$ cat config.mk
export PLATFORM = sky130hd
export DESIGN_NAME = alu_unit
export DESIGN_NICKNAME = d
export VERILOG_FILES = /design/src/rtl/riscv_pkg.sv /design/src/rtl/alu_compare.sv /design/src/rtl/alu_unit.sv
export SDC_FILE = /design/constraint.sdc
export NUM_CORES = 1
export LEC_CHECK = 0
export CORE_ASPECT_RATIO = 0.6
export CORE_MARGIN = 4
export CORE_UTILIZATION = 57
export CTS_CLUSTER_DIAMETER = 40
export DETAILED_ROUTE_END_ITERATION = 6
export PLACE_DENSITY_LB_ADDON = 0.3
export SYNTH_ARGS = -nofsm -noshare
export SYNTH_HDL_FRONTEND = slang
export SYNTH_SLANG_ARGS = --single-unit
$ cat constraint.sdc
create_clock -name clk -period 1.45 [get_ports clk]
set_clock_uncertainty 0.05 [all_clocks]
set_input_delay 0.2175 -clock clk [delete_from_list [all_inputs] [get_ports clk]]
set_output_delay 0.2175 -clock clk [all_outputs]
set_load 0.05 [all_outputs]
$ cat src/rtl/riscv_pkg.sv
// Shared RV32I widths and opcode encodings for the RS-side integer unit.
// Opcode layout: [6:4] class, [3:0] sub-op.
package riscv_pkg;

  localparam int VAL_WIDTH    = 32;
  localparam int ADDR_WIDTH   = 32;
  localparam int OP_WIDTH     = 7;
  localparam int ROB_ID_WIDTH = 4;

  localparam logic [2:0] OP_R_TYPE    = 3'b000;
  localparam logic [2:0] OP_I_TYPE    = 3'b001;
  localparam logic [2:0] OP_B_TYPE    = 3'b010;
  localparam logic [2:0] OP_MISC_TYPE = 3'b011;

  localparam logic [3:0] SUB_ADD  = 4'd0;
  localparam logic [3:0] SUB_SUB  = 4'd1;
  localparam logic [3:0] SUB_SLL  = 4'd2;
  localparam logic [3:0] SUB_SLT  = 4'd3;
  localparam logic [3:0] SUB_SLTU = 4'd4;
  localparam logic [3:0] SUB_XOR  = 4'd5;
  localparam logic [3:0] SUB_SRL  = 4'd6;
  localparam logic [3:0] SUB_SRA  = 4'd7;
  localparam logic [3:0] SUB_OR   = 4'd8;
  localparam logic [3:0] SUB_AND  = 4'd9;

  localparam logic [3:0] SUB_BEQ  = 4'd0;
  localparam logic [3:0] SUB_BNE  = 4'd1;
  localparam logic [3:0] SUB_BLT  = 4'd4;
  localparam logic [3:0] SUB_BGE  = 4'd5;
  localparam logic [3:0] SUB_BLTU = 4'd6;
  localparam logic [3:0] SUB_BGEU = 4'd7;

  localparam logic [3:0] SUB_LUI   = 4'd0;
  localparam logic [3:0] SUB_AUIPC = 4'd1;
  localparam logic [3:0] SUB_JAL   = 4'd2;
  localparam logic [3:0] SUB_JALR  = 4'd3;

  localparam logic [OP_WIDTH-1:0] OP_LUI   = {OP_MISC_TYPE, SUB_LUI};
  localparam logic [OP_WIDTH-1:0] OP_AUIPC = {OP_MISC_TYPE, SUB_AUIPC};
  localparam logic [OP_WIDTH-1:0] OP_JAL   = {OP_MISC_TYPE, SUB_JAL};
  localparam logic [OP_WIDTH-1:0] OP_JALR  = {OP_MISC_TYPE, SUB_JALR};

  function automatic logic [2:0] op_class(input logic [OP_WIDTH-1:0] op);
    return op[6:4];
  endfunction

  function automatic logic [3:0] op_sub(input logic [OP_WIDTH-1:0] op);
    return op[3:0];
  endfunction

endpackage

$ cat src/rtl/alu_compare.sv
// Combinational equality / signed / unsigned less-than, shared by SLT(U) and branches.
module alu_compare #(
  parameter int W = 32
) (
  input  logic [W-1:0] val1,
  input  logic [W-1:0] val2,
  output logic         eq,
  output logic         lt,
  output logic         ltu
);

  assign eq  = (val1 == val2);
  assign lt  = ($signed(val1) < $signed(val2));
  assign ltu = (val1 < val2);

endmodule

$ cat src/rtl/alu_unit.sv
// Single-cycle RV32I integer unit with registered CDB broadcast and JALR fetch redirect.
// Optional macro ALU_TRACE_EN adds a cycle counter and a simulation trace line per executed op.
module alu_unit
  import riscv_pkg::*;
#(
  parameter int VAL_WIDTH    = riscv_pkg::VAL_WIDTH,
  parameter int ADDR_WIDTH   = riscv_pkg::ADDR_WIDTH,
  parameter int OP_WIDTH     = riscv_pkg::OP_WIDTH,
  parameter int ROB_ID_WIDTH = riscv_pkg::ROB_ID_WIDTH
) (
  input  logic                    clk,
  input  logic                    rst_in,
  input  logic                    rdy_in,
  input  logic                    execute,
  input  logic [OP_WIDTH-1:0]     op_type,
  input  logic [VAL_WIDTH-1:0]    val1,
  input  logic [VAL_WIDTH-1:0]    val2,
  input  logic [ROB_ID_WIDTH-1:0] entry,
  input  logic [ADDR_WIDTH-1:0]   nowPC,
  output logic                    aluReady,
  output logic [ROB_ID_WIDTH-1:0] entry_out,
  output logic [VAL_WIDTH-1:0]    val_out,
  output logic [ADDR_WIDTH-1:0]   alu2if_pc,
  output logic                    alu2if_con
);

  localparam logic [VAL_WIDTH-1:0] ZERO_V = {VAL_WIDTH{1'b0}};
  localparam logic [VAL_WIDTH-1:0] LSB_V  = {{(VAL_WIDTH-1){1'b0}}, 1'b1};

  logic                 eq_s;
  logic                 lt_s;
  logic                 ltu_s;
  logic [2:0]           class_s;
  logic [3:0]           sub_s;
  logic [4:0]           shamt_s;
  logic [VAL_WIDTH-1:0] sum_s;
  logic [VAL_WIDTH-1:0] diff_s;
  logic [VAL_WIDTH-1:0] result_s;
  logic                 is_jalr_s;

  alu_compare #(.W(VAL_WIDTH)) u_cmp (
    .val1 (val1),
    .val2 (val2),
    .eq   (eq_s),
    .lt   (lt_s),
    .ltu  (ltu_s)
  );

  assign class_s = op_class(op_type);
  assign sub_s   = op_sub(op_type);
  assign shamt_s = val2[4:0];
  assign sum_s   = val1 + val2;
  assign diff_s  = val1 - val2;

  // Result mux over class and sub-op; anything undefined yields zero.
  always_comb begin
    result_s  = ZERO_V;
    is_jalr_s = 1'b0;
    case (class_s)
      OP_R_TYPE, OP_I_TYPE: begin
        case (sub_s)
          SUB_ADD:  result_s = sum_s;
          // I-type has no SUB encoding, so that code falls back to ADD.
          SUB_SUB:  result_s = (class_s == OP_I_TYPE) ? sum_s : diff_s;
          SUB_SLL:  result_s = val1 << shamt_s;
          SUB_SLT:  result_s = lt_s ? LSB_V : ZERO_V;
          SUB_SLTU: result_s = ltu_s ? LSB_V : ZERO_V;
          SUB_XOR:  result_s = val1 ^ val2;
          SUB_SRL:  result_s = val1 >> shamt_s;
          SUB_SRA:  result_s = $unsigned($signed(val1) >>> shamt_s);
          SUB_OR:   result_s = val1 | val2;
          SUB_AND:  result_s = val1 & val2;
          default:  result_s = ZERO_V;
        endcase
      end
      OP_B_TYPE: begin
        case (sub_s)
          SUB_BEQ:  result_s = eq_s   ? LSB_V : ZERO_V;
          SUB_BNE:  result_s = !eq_s  ? LSB_V : ZERO_V;
          SUB_BLT:  result_s = lt_s   ? LSB_V : ZERO_V;
          SUB_BGE:  result_s = !lt_s  ? LSB_V : ZERO_V;
          SUB_BLTU: result_s = ltu_s  ? LSB_V : ZERO_V;
          SUB_BGEU: result_s = !ltu_s ? LSB_V : ZERO_V;
          default:  result_s = ZERO_V;
        endcase
      end
      OP_MISC_TYPE: begin
        case (sub_s)
          SUB_LUI:   result_s = val1;
          SUB_AUIPC: result_s = sum_s;
          SUB_JAL:   result_s = sum_s;
          SUB_JALR: begin
            result_s  = sum_s & ~LSB_V;
            is_jalr_s = 1'b1;
          end
          default:   result_s = ZERO_V;
        endcase
      end
      default: begin
        result_s  = ZERO_V;
        is_jalr_s = 1'b0;
      end
    endcase
  end

  // CDB and fetch-redirect registers; rdy_in low freezes everything.
  always_ff @(posedge clk or negedge rst_in) begin
    if (!rst_in) begin
      aluReady   <= 1'b0;
      entry_out  <= {ROB_ID_WIDTH{1'b0}};
      val_out    <= ZERO_V;
      alu2if_pc  <= {ADDR_WIDTH{1'b0}};
      alu2if_con <= 1'b0;
    end else if (rdy_in) begin
      if (execute) begin
        aluReady   <= 1'b1;
        entry_out  <= entry;
        val_out    <= result_s;
        alu2if_con <= is_jalr_s;
        if (is_jalr_s) begin
          alu2if_pc <= result_s[ADDR_WIDTH-1:0];
        end
      end else begin
        aluReady   <= 1'b0;
        alu2if_con <= 1'b0;
      end
    end
  end

`ifdef ALU_TRACE_EN
  logic [31:0] cycle_cnt_r;

  // Free-running cycle count for trace timestamps.
  always_ff @(posedge clk or negedge rst_in) begin
    if (!rst_in) begin
      cycle_cnt_r <= 32'd0;
    end else begin
      cycle_cnt_r <= cycle_cnt_r + 32'd1;
    end
  end

  // Trace line for every operation that is actually accepted.
  always_ff @(posedge clk) begin
    if (rst_in && rdy_in && execute) begin
      $display("alu cyc=%0d pc=%h type=%h v1=%h v2=%h rob=%0d res=%h",
               cycle_cnt_r, nowPC, op_type, val1, val2, entry, result_s);
    end
  end
`else
  logic unused_pc_s;
  assign unused_pc_s = ^nowPC;
`endif

endmodule

==> results.json, run 1 <==
{
  "hold_buffers": 1,
  "synth_area_sq_mm": 0.0124,
  "lastStage": "4_1_cts",
  "ys_types": 99,
  "port_buffers": 148,
  "tool.error": "[ERROR DPL-0038] Utilization greater than 100%, impossible to legalize",
  "status": "stopped before the end",
  "synthFlopType": "dfrtp_1",
  "ys_ff_latch": 70,
  "ios": 181,
  "synthArstFlopShare_pct": 100,
  "rows": 41,
  "clkSinkCount": 70,
  "numCtsBuffers": 9,
  "die_h_um": 122,
  "root_buffer": "clkbuf_16",
  "die_w_um": 198,
  "cts_max_path_buffers": 2,
  "synth_edf_count": 0,
  "ys_warn_count": 0,
  "start_util_pct": 58.4,
  "pre_cts_slack_ns": -2.24,
  "syn_inst": 1664,
  "cts-resized-gates": 657,
  "synth_area_per_cell_sq_um": 7.43,
  "htreeDepth": 3,
  "postCtsSetupBuffers": 137,
  "syn_nets": 1874,
  "dpl.hpwl_um": 56600,
  "place_congestion": 1.29,
  "yosysSeqAreaShare_pct": 14.2
}
## kinds of logic after synthesis
logic type	count (synthesis)	synth area share, %
AOI/OAI and AO/OA	571	31.0
xor gates and xnor gates	43	3.05
adders and majority gates	99	10.1
buffers and inverters	228	8.64
DFF	70	14.2
muxes	125	14.1
and+or+nand+nor	528	18.9
## through the flow
| stage | instance area, sq um | instances | TNS [ns] |
|---|---|---|---|
| detailed placement | 18800 | 2528 | -125.38 |
| global placement | 18800 | 2528 | -112.60 |
| floorplan | 12900 | 1664 | -65.78 |
## cells in the mapped netlist (5+ instances only)
cell type | count | area [sq um]
nor2_1 | 194 | 728
nand2_1 | 186 | 698
a21oi_1 | 141 | 706
ha_1 | 97 | 1210
inv_1 | 91 | 342
mux2i_1 | 72 | 721
o21ai_0 | 72 | 360
dfrtp_1 | 70 | 1750
clkbuf_1 | 59 | 221
o21ai_1 | 58 | 290
xnor2_1 | 40 | 350
mux4_2 | 36 | 811
buf_2 | 34 | 170
nor3_1 | 34 | 170
nand3_1 | 32 | 160
o211ai_1 | 30 | 225
a211oi_1 | 27 | 203
a31oi_1 | 25 | 156
a22oi_1 | 23 | 173
o31ai_1 | 18 | 135
a21o_1 | 17 | 128
a221oi_1 | 17 | 149
o22ai_1 | 16 | 100
buf_4 | 14 | 105
o2111ai_1 | 13 | 114
buf_6 | 12 | 135
mux2_2 | 12 | 135
nor4_1 | 12 | 75.1
nand2b_1 | 11 | 68.8
o21bai_1 | 11 | 82.6
nor2b_1 | 9 | 56.3
o221ai_1 | 9 | 78.8
a211o_1 | 8 | 70.1
a221oi_2 | 8 | 120
or3_1 | 8 | 50.1
a222oi_1 | 7 | 70.1
buf_1 | 7 | 26.3
nand4_1 | 7 | 43.8
inv_2 | 6 | 22.5
o22a_1 | 6 | 52.6
a21oi_2 | 5 | 43.8
and2_1 | 5 | 31.3
o21a_1 | 5 | 37.5
==> run 2: changes to the inputs <==
Settings changed: CORE_ASPECT_RATIO 0.6 to default, CORE_UTILIZATION 57 to 40, CTS_CLUSTER_DIAMETER 40 to default, PLACE_DENSITY_LB_ADDON 0.3 to 0.15.
==> results.json, run 2 <==
{
  "utilization_pct": 76.0,
  "ys_ff_latch": 70,
  "dieArea_sq_mm": 0.0338,
  "worst_hold_slack_ns": 0.166,
  "maxCapViolCount": 0,
  "clk_latency_ns": 0.33,
  "ios": 181,
  "setup_ws_ns": -1.34,
  "drc": 6,
  "relSlewSlack_pct": 59.1,
  "place_congestion": 1.05,
  "synth_edf_count": 0,
  "synthArstFlopShare_pct": 100,
  "core-area_sq_mm": 0.0305,
  "port_buffers": 148,
  "syn_to_final_growth_pct": 87.6,
  "clkTransAtPathRegs_ns": 0.06,
  "wl_met3_um": 7050,
  "viasPerCell": 6.17,
  "path_class": "input pin to flip-flop",
  "routed-via-count": 17300,
  "netlist.area_leader.share_pct": 14.2,
  "synth_area_sq_mm": 0.0124,
  "drt-met1-wl_um": 27900,
  "ys_warn_count": 0,
  "synth_area_per_cell_sq_um": 7.43,
  "antenna_left": 0,
  "wl_per_cell_um": 25.6,
  "mostFrequentLayoutCells": "buf_4 (600), nand2_1 (166), nor2_1 (164)",
  "layout_commonest_cell": "buf_4",
  "power.density_mw_per_mm2": 582,
  "cp.arrival_ns": 2.96,
  "dpl.hpwl_um": 54000,
  "antenna_found_initial": 0,
  "crit_path_end": "val_out[7]",
  "n_antenna_cell": 0,
  "dp.cells": 2664,
  "r2r_start": "val_out[0]",
  "fmax_ghz": 0.358,
  "first_pass_iters": 7,
  "root_buffer": "clkbuf_16",
  "fin_crit_ns": 2.79,
  "fill_cells": 2257,
  "rr_worst_depth": 3,
  "status": "finished, violations left",
  "worst_pin_slew_ns": 0.614,
  "rows": 64,
  "ys_types": 99,
  "crit_required_ns": 1.62,
  "totalWireLength_um": 71800,
  "fin_setup_tns_ns": -66.83,
  "die_h_um": 184,
  "syn_inst": 1664,
  "grt_pass1_wl_um": 103000,
  "die_w_um": 184,
  "reg2reg_to": "val_out[0]",
  "reg2reg_slack_ns": 0.26,
  "drt_iter0_drc": 2010,
  "pre_cts_slack_ns": -2.31,
  "numCtsBuffers": 9,
  "htreeDepth": 3,
  "routed.top_layer": "met4",
  "tritoncts": "built",
  "cp-startpoint": "val1[2]",
  "synth_area_leaders": "dfrtp_1 (14%), ha_1 (9.8%), mux4_2 (6.6%), nor2_1 (5.9%), mux2i_1 (5.8%)",
  "synth_most_common_cell": "nor2_1",
  "path_max_fanout": 5,
  "drive_above_1_share_pct": 55.0,
  "synthTopCellsByCount": "nor2_1 (194), nand2_1 (186), a21oi_1 (141)",
  "yosysSeqAreaShare_pct": 14.2,
  "start_util_pct": 40.5,
  "finalCritPeriodShare_pct": 193,
  "violations": "DRC, setup timing",
  "clkSinkCount": 70,
  "ir_drop_mv": 0.496,
  "layout.nets": 2619,
  "grt.total_usage_pct": 39.7,
  "setup_viol": 65,
  "startpoint_type": "input pin",
  "slew_viol_final": 0,
  "cts_max_path_buffers": 2,
  "grt_pass1_vias": 16700,
  "cellLeakagePower_nw": 10.2,
  "syn_nets": 1874,
  "grt_max_degree": 66,
  "worstSetupEndpointType": "flip-flop",
  "min_path_type": "input pin to flip-flop",
  "largest_registers": "alu2if_pc x32, val_out x32, entry_out x4",
  "wl_met2_um": 31400,
  "post-synth-top-area-cell": "dfrtp_1",
  "hold_viol": 0,
  "grt_remaining_overflow": 0,
  "rsz0062_at_grt": "true",
  "synthFlopType": "dfrtp_1",
  "stdcell_count": 2810
}
==> run 2: metrics by stage <==
step / total power, W / cell area (sq um)
after floorplan: 0.00589 / 12900
after global placement: 0.00950 / 19200
after detailed placement: 0.00956 / 19200
after CTS: 0.0127 / 21900
after global routing: 0.0140 / 23200
final: 0.0135 / 23200
==> run 2: worst min-delay path by stage <==
stage / from / end / slack (ns) / depth (start not counted)
detailed placement: rst_in / alu2if_pc[0] / 0.06 / 1
finish: rdy_in / alu2if_con / 0.17 / 2
global placement: rst_in / alu2if_pc[0] / 0.07 / 1
CTS: rst_in / alu2if_pc[24] / 0.24 / 2
global route: rdy_in / alu2if_con / 0.17 / 2
floorplan: rst_in / alu2if_con / -0.13 / 0
==> run 2: per-layer routing <==
layer | global-route usage, % | vias up
met5 | 0 | -
met4 | 20.2 | 0
met3 | 8.53 | 256
met2 | 62.7 | 1081
met1 | 51.3 | 8367
li1 | - | 7635
==> run 2: cells by family (layout without fill, tap and decap cells) <==
logic type | after synthesis | in the layout | share of synthesized area (%)
AO/OA/AOI/OAI | 571 | 571 | 31.0
XOR/XNOR | 43 | 43 | 3.05
adder cells (fa/ha/maj) | 99 | 99 | 10.1
buffers and inverters | 228 | 978 | 8.64
flip-flops | 70 | 70 | 14.2
multiplexers | 125 | 125 | 14.1
AND/OR/NAND/NOR | 528 | 528 | 18.9
==> run 2: repair_timing <==
item                       in CTS  in global routing
hold buffers                    1                  0
pin swaps                     154                146
hold endpoints to repair       19                  0
gates resized for setup       562                245
buffers inserted               91                 43
cloned                          1                  3
setup endpoints to repair      69                 69
==> run 2: layout make-up <==
type                            instances  area [sq um]  share of cell area [%]
Inverter                               98           423                    1.82
Timing Repair Buffer                  864          8220                    35.4
Clock inverter                          3          20.0                  0.0863
Clock buffer                           13           250                    1.08
Multi-Input combinational cell       1366         12000                    51.9
Sequential cell                        70          1750                    7.55
Tap cell                              396           495                    2.14
==> run 2: power by group <==
part / leakage, nW / switching [W] / internal (W)
clock network: 0.126 / 0.000846 / 0.00120
logic: 9.15 / 0.00481 / 0.00440
registers: 0.930 / 0.000153 / 0.00209
total: 10.2 / 0.00581 / 0.00770
==> run 2: critical path: stages <==
cell and delay, ns:
buf_8 0.09, inv_4 0.04, ha_4 0.26, buf_4 0.15, nor3_4 0.24, buf_4 0.17
nor3_4 0.05, o31ai_2 0.29, a21oi_1 0.12, nor2_1 0.20, o31ai_1 0.10, a211o_1 0.27
a222oi_1 0.47, buf_4 0.23, o21ai_2 0.06
Note: power is estimated with default switching activity, not from simulation.
